==> src/rtl/spi_clock_engine.sv <==
// -----------------------------------------------------------------------------
// spi_clock_engine
// SPI master clock/shift engine. Derives a programmable-rate SCLK from aclk,
// supports all four CPOL/CPHA modes, MSB-first frames of DATA_WIDTH bits and
// one-of-NUM_CS active-low chip selects. One frame per valid/ready handshake.
//
// Ports
//   aclk      in   1            system clock
//   aresetn   in   1            asynchronous active-low reset
//   cpol      in   1            SCLK idle level (taken at accept)
//   cpha      in   1            0: sample leading edge, 1: sample trailing edge
//   clk_div   in   DIV_WIDTH    SCLK half-period minus one, in aclk cycles
//   cs_sel    in   CS_W         chip select index (out-of-range -> no CS)
//   tx_data   in   DATA_WIDTH   word to transmit
//   tx_valid  in   1            word available
//   tx_ready  out  1            engine idle, word accepted when tx_valid
//   rx_data   out  DATA_WIDTH   last received word
//   rx_valid  out  1            one-cycle pulse when rx_data updates
//   busy      out  1            engine not idle
//   sclk      out  1            SPI clock (registered)
//   mosi      out  1            SPI data out (registered)
//   miso      in   1            SPI data in, already synchronised
//   cs_n      out  NUM_CS       active-low chip selects (registered)
// -----------------------------------------------------------------------------
module spi_clock_engine #(
    parameter int DATA_WIDTH = 32,
    parameter int DIV_WIDTH  = 8,
    parameter int NUM_CS     = 4,
    localparam int CS_W      = (NUM_CS > 1) ? $clog2(NUM_CS) : 1
) (
    input  logic                  aclk,
    input  logic                  aresetn,
    input  logic                  cpol,
    input  logic                  cpha,
    input  logic [DIV_WIDTH-1:0]  clk_div,
    input  logic [CS_W-1:0]       cs_sel,
    input  logic [DATA_WIDTH-1:0] tx_data,
    input  logic                  tx_valid,
    output logic                  tx_ready,
    output logic [DATA_WIDTH-1:0] rx_data,
    output logic                  rx_valid,
    output logic                  busy,
    output logic                  sclk,
    output logic                  mosi,
    input  logic                  miso,
    output logic [NUM_CS-1:0]     cs_n
);

    // Edge counter must hold 0..2*DATA_WIDTH.
    localparam int EW = $clog2(2 * DATA_WIDTH + 1);

    typedef enum logic [1:0] {
        ST_IDLE  = 2'd0,
        ST_LEAD  = 2'd1,
        ST_XFER  = 2'd2,
        ST_TRAIL = 2'd3
    } state_t;

    state_t                state_r;
    state_t                state_s;
    logic [DIV_WIDTH-1:0]  div_cnt_r;
    logic [EW-1:0]         edge_cnt_r;
    logic                  cpha_r;
    logic [DIV_WIDTH-1:0]  clk_div_r;
    logic [DATA_WIDTH-1:0] tx_sh_r;
    logic [DATA_WIDTH-1:0] rx_sh_r;

    logic                  accept_s;
    logic                  wrap_s;
    logic [EW-1:0]         edge_num_s;
    logic                  lead_edge_s;
    logic                  last_edge_s;
    logic                  sample_s;

    // Active-low one-hot decode; an index beyond NUM_CS selects nothing.
    function automatic logic [NUM_CS-1:0] cs_decode(input logic [CS_W-1:0] sel);
        logic [NUM_CS-1:0] res;
        res = '1;
        for (int i = 0; i < NUM_CS; i++) begin
            if (sel == CS_W'(i)) begin
                res[i] = 1'b0;
            end else begin
                res[i] = 1'b1;
            end
        end
        return res;
    endfunction

    assign tx_ready = (state_r == ST_IDLE);
    assign busy     = (state_r != ST_IDLE);

    // Handshake, divider wrap, edge classification and next-state selection.
    always_comb begin
        accept_s    = tx_valid && (state_r == ST_IDLE);
        wrap_s      = (div_cnt_r == clk_div_r);
        edge_num_s  = edge_cnt_r + EW'(1);
        // Odd edge numbers move SCLK away from its idle level.
        lead_edge_s = edge_num_s[0];
        last_edge_s = (edge_num_s == EW'(2 * DATA_WIDTH));
        // CPHA=0 samples on leading edges, CPHA=1 on trailing edges.
        sample_s    = lead_edge_s ^ cpha_r;
        state_s     = state_r;
        case (state_r)
            ST_IDLE: begin
                if (accept_s) begin
                    state_s = ST_LEAD;
                end else begin
                    state_s = ST_IDLE;
                end
            end
            ST_LEAD: begin
                if (wrap_s) begin
                    state_s = ST_XFER;
                end else begin
                    state_s = ST_LEAD;
                end
            end
            ST_XFER: begin
                if (wrap_s && last_edge_s) begin
                    state_s = ST_TRAIL;
                end else begin
                    state_s = ST_XFER;
                end
            end
            ST_TRAIL: begin
                if (wrap_s) begin
                    state_s = ST_IDLE;
                end else begin
                    state_s = ST_TRAIL;
                end
            end
            default: begin
                state_s = ST_IDLE;
            end
        endcase
    end

    // State register.
    always_ff @(posedge aclk or negedge aresetn) begin
        if (!aresetn) begin
            state_r <= ST_IDLE;
        end else begin
            state_r <= state_s;
        end
    end

    // Half-period divider and SCLK edge counter; both restart on every phase change.
    always_ff @(posedge aclk or negedge aresetn) begin
        if (!aresetn) begin
            div_cnt_r  <= '0;
            edge_cnt_r <= '0;
        end else if (state_r == ST_IDLE) begin
            div_cnt_r  <= '0;
            edge_cnt_r <= '0;
        end else if (wrap_s) begin
            div_cnt_r <= '0;
            if (state_r == ST_XFER) begin
                edge_cnt_r <= last_edge_s ? EW'(0) : edge_num_s;
            end
        end else begin
            div_cnt_r <= div_cnt_r + DIV_WIDTH'(1);
        end
    end

    // Frame configuration captured at accept and held for the whole frame.
    always_ff @(posedge aclk or negedge aresetn) begin
        if (!aresetn) begin
            cpha_r    <= 1'b0;
            clk_div_r <= '0;
        end else if (accept_s) begin
            cpha_r    <= cpha;
            clk_div_r <= clk_div;
        end
    end

    // SPI pins, shift registers and receive handoff.
    always_ff @(posedge aclk or negedge aresetn) begin
        if (!aresetn) begin
            sclk     <= 1'b0;
            mosi     <= 1'b0;
            cs_n     <= '1;
            rx_data  <= '0;
            rx_valid <= 1'b0;
            tx_sh_r  <= '0;
            rx_sh_r  <= '0;
        end else begin
            rx_valid <= 1'b0;
            case (state_r)
                ST_IDLE: begin
                    // SCLK tracks the live idle level so the line is correct before CS falls.
                    sclk <= cpol;
                    if (accept_s) begin
                        cs_n    <= cs_decode(cs_sel);
                        rx_sh_r <= '0;
                        if (cpha) begin
                            mosi    <= 1'b0;
                            tx_sh_r <= tx_data;
                        end else begin
                            // CPHA=0 needs the MSB on the line before the first edge.
                            mosi    <= tx_data[DATA_WIDTH-1];
                            tx_sh_r <= {tx_data[DATA_WIDTH-2:0], 1'b0};
                        end
                    end else begin
                        cs_n <= '1;
                        mosi <= 1'b0;
                    end
                end
                ST_LEAD: begin
                    sclk <= sclk;
                end
                ST_XFER: begin
                    if (wrap_s) begin
                        sclk <= ~sclk;
                        if (sample_s) begin
                            rx_sh_r <= {rx_sh_r[DATA_WIDTH-2:0], miso};
                        end else if (!last_edge_s) begin
                            mosi    <= tx_sh_r[DATA_WIDTH-1];
                            tx_sh_r <= {tx_sh_r[DATA_WIDTH-2:0], 1'b0};
                        end
                    end
                end
                ST_TRAIL: begin
                    if (wrap_s) begin
                        cs_n     <= '1;
                        rx_data  <= rx_sh_r;
                        rx_valid <= 1'b1;
                    end
                end
                default: begin
                    cs_n <= '1;
                end
            endcase
        end
    end

endmodule

==> config.mk <==
export PLATFORM = sky130hd
export DESIGN_NAME = spi_clock_engine
export DESIGN_NICKNAME = d
export VERILOG_FILES = /design/src/rtl/spi_clock_engine.sv
export SDC_FILE = /design/constraint.sdc
export NUM_CORES = 1
export LEC_CHECK = 0
export CAP_MARGIN = 0
export CORE_MARGIN = 4
export CORE_UTILIZATION = 55
export CTS_CLUSTER_SIZE = 8
export DETAILED_ROUTE_END_ITERATION = 6
export PLACE_DENSITY_LB_ADDON = 0.08
export SKIP_CTS_REPAIR_TIMING = 1
export SLEW_MARGIN = 20
export SYNTH_ARGS = -nofsm -noshare
export SYNTH_HDL_FRONTEND = slang
export SYNTH_SLANG_ARGS = --single-unit
==> constraint.sdc <==
create_clock -name aclk -period 3 [get_ports aclk]
set_input_delay 0.6 -clock aclk [delete_from_list [all_inputs] [get_ports aclk]]
set_output_delay 0.6 -clock aclk [all_outputs]
set_load 0.01 [all_outputs]
==> summary.md <==
| Metric | Value |
|---|---|
| Final hold violation count | `0` |
| Power Density | `525.6 nW/µm²` |
| Cell with the most instances after synthesis | `dfrtp_1` |
| Port bufs | `88` |
| Chip Width | `113.9 µm` |
| DRC marker count from the first detailed-route iteration | `475` |
| NumNets Final | `705` |
| Utilization after layout | `70.89%` |
| Total Power | `4057 µW` |
| Core Footprint | `10890 µm²` |
| Largest net degree at the start of global routing | `89` |
| TritonCTS clock tree | `built` |
| Drt total wl | `14170 µm` |
| Max-cap violations | `0` |
| Clk slew on worst S/H paths | `0.06 ns` |
| Share of cells above drive strength 1 | `13.92%` |
| Mapped Area | `6170 µm²` |
| Yosys cell types | `48` |
| Post-placement worst setup slack | `0.2764 ns` |
| Setup_tns | `0 ns` |
| Ant diodes | `0` |
| Pre-antenna DRT Iters | `4` |
| Antenna-violating nets left | `0` |
| Num Clock Sinks | `129` |
| Max incr delay on CP | `0.86 ns` |
| Clock Latency Late Sink | `0.53 ns` |
| Worst Path Arrival | `3.21 ns` |
| Setup-failing EPs final | `0` |
| DIE HEIGHT | `113.9 µm` |
| Total die area | `12980 µm²` |
| Critical path class | `flip-flop to flip-flop` |
| Top-area cell type share of the netlist area | `50.70%` |
| Required time of the critical path | `3.47 ns` |
| Num CTS Buffers | `17` |
| Slowest cell on the critical path | `or3_1` |
| Via Count | `4710` |
| Clock buffer depth | `2` |
| Final Skew | `0.006928 ns` |
| Fmax | `0.3652 GHz` |
| CP Cell Sequence | `ha_1 > nand2_1 > or4_1 > nand4_1 > or3_1 > a221o_2` |
| Unrepaired setup endpoints after global routing | `no` |
| Initial antenna violation count | `0` |
| Gr ovfl total | `0` |
| Commonest cells in the netlist | `dfrtp_1 (125), nand2_1 (110), nor2_1 (51)` |
| Min-delay worst type | `input port to asynchronous set/reset pin` |
| Pins Over Slew Limit | `0` |
| Synthesized Nets | `627` |
| Yosys reg bits | `129` |
| DRC Markers | `0` |
| Via density per instance | `5.829` |
| Ys flop type | `dfrtp_1` |
| Gr usage total | `22.68%` |
| Area growth syn-to-layout | `25.11%` |
| Post-Syn Area per Cell | `10.69 µm²` |
| Final worst path period share | `91.27%` |
| Post-synth EDFFs | `0` |
| Row count | `38` |
| Max FO, Critical Path | `31` |
| Synthesized instance count | `577` |
| Root buf cell | `clkbuf_8` |
| Vias in the first global route | `4855` |
| Leak | `0.003579 µW` |
| H-tree levels | `4` |
| Initial core utilization | `56.67%` |
| Final worst slack | `0.2619 ns` |
| Layout fillers | `794` |
| # IOs | `89` |
| VDD IR max | `0.4875 mV` |
| First-pass GRT wire length | `23600 µm` |
| Sequential share of the synthesized area | `52.40%` |
| Slew at the pin closest to its max-slew limit | `1.092 ns` |
| Per-cell routed wire length | `17.53 µm` |
| Asr flop ratio synth | `100.0%` |
| Tmin final | `2.738 ns` |
| Leading area contributor after synthesis | `dfrtp_1` |
| Area contributors post-synth | `dfrtp_1 (51%), nand2_1 (6.7%), mux2_2 (5.8%)` |
| Post-DP HPWL | `8904 µm` |
| RR Startpoint | `edge_cnt_r[0]` |
| CP Launch Type | `flip-flop` |
| Crit path capture type | `flip-flop` |
| RePlAce Congestion | `0.8233` |
| Yosys warns | `0` |
| Setup crit start | `edge_cnt_r[0]` |
| Status | `finished clean` |
| Slew margin rel. | `27.19%` |
-- placed cells by master, fill, tap and decap left out, types with 7 or more instances in the layout --
cell type / n
dfrtp_1: 125
a221o_1: 32
nand3_1: 7
mux2i_1: 35
nand2_1: 109
nor2_1: 50
xnor2_1: 12
clkbuf_16: 16
buf_4: 14
and2_1: 32
o221ai_1: 31
mux2_2: 32
clkdlybuf4s50_1: 86
-- cell type report --
type	instances	area [µm²]	share of cell area, %
Sequential cell	129	3233	41.89
Timing Repair Buffer	102	991.0	12.84
Multi-Input combinational cell	402	2700	34.98
Tap cell	140	175.2	2.269
Inverter	3	11.26	0.1459
Clock buffer	18	427.9	5.544
Clock inverter	14	180.2	2.334
-- through the flow --
step	hold slack, ns	cell area [µm²]	instances
after global routing	0.08240	7719	808
final	0.05201	7719	808
after global placement	0.4842	7111	776
after CTS	0.05607	7719	808
after detailed placement	0.4882	7111	776
after floorplan	0.3044	6170	577
-- final timing paths --
check                      cells after the start  slack [ns]      endpoint
max reg2reg                                    6        0.26    tx_sh_r[5]
min in group aclk                              2        0.50  clk_div_r[3]
min reg2reg                                    2        0.50  clk_div_r[3]
min                                            1        0.05  div_cnt_r[0]
max in group asynchronous                      2        2.09   rx_data[23]
max                                            6        0.26    tx_sh_r[5]
-- flip-flops by register name, indices dropped and copies added, names as in the netlist, 2 cells and up --
signal      count
div_cnt_r       8
rx_sh_r        32
state_r         2
edge_cnt_r      7
clk_div_r       8
rx_data        32
cs_n            4
tx_sh_r        32
-- logic make-up (layout without fill, tap and decap cells) --
logic type	after synthesis	count (layout)	synth area share, %
fa+ha+maj	2	2	0.4055
mux	67	67	11.52
flops	129	129	52.40
compound gates	91	91	12.74
buf+inv	46	137	4.137
simple gates	226	226	16.53
xor+xnor	16	16	2.271
-- worst max-delay path: cells and delay by family (launching register included) --
family                   cells  cell delay [ns]
AND/OR/NAND/NOR              4             1.66
flip-flops                   1             0.47
AO/OA/AOI/OAI                1             0.30
adder cells (fa/ha/maj)      1             0.24
-- layer usage --
layer / vias to the layer above / global-route usage, % / wire length (µm)
met3: 30 / 5.676 / 717
li1: 2226 / - / -
met5: - / 0 / 0
met4: 0 / 9.264 / 329
met2: 143 / 34.71 / 6753
met1: 2311 / 31.17 / 6365
-- power breakdown --
group	switching, µW	internal [µW]
combinational	85.7	90.8
clock	808	1300
sequential	13.6	1760
Power figures use the tool's default switching activity.
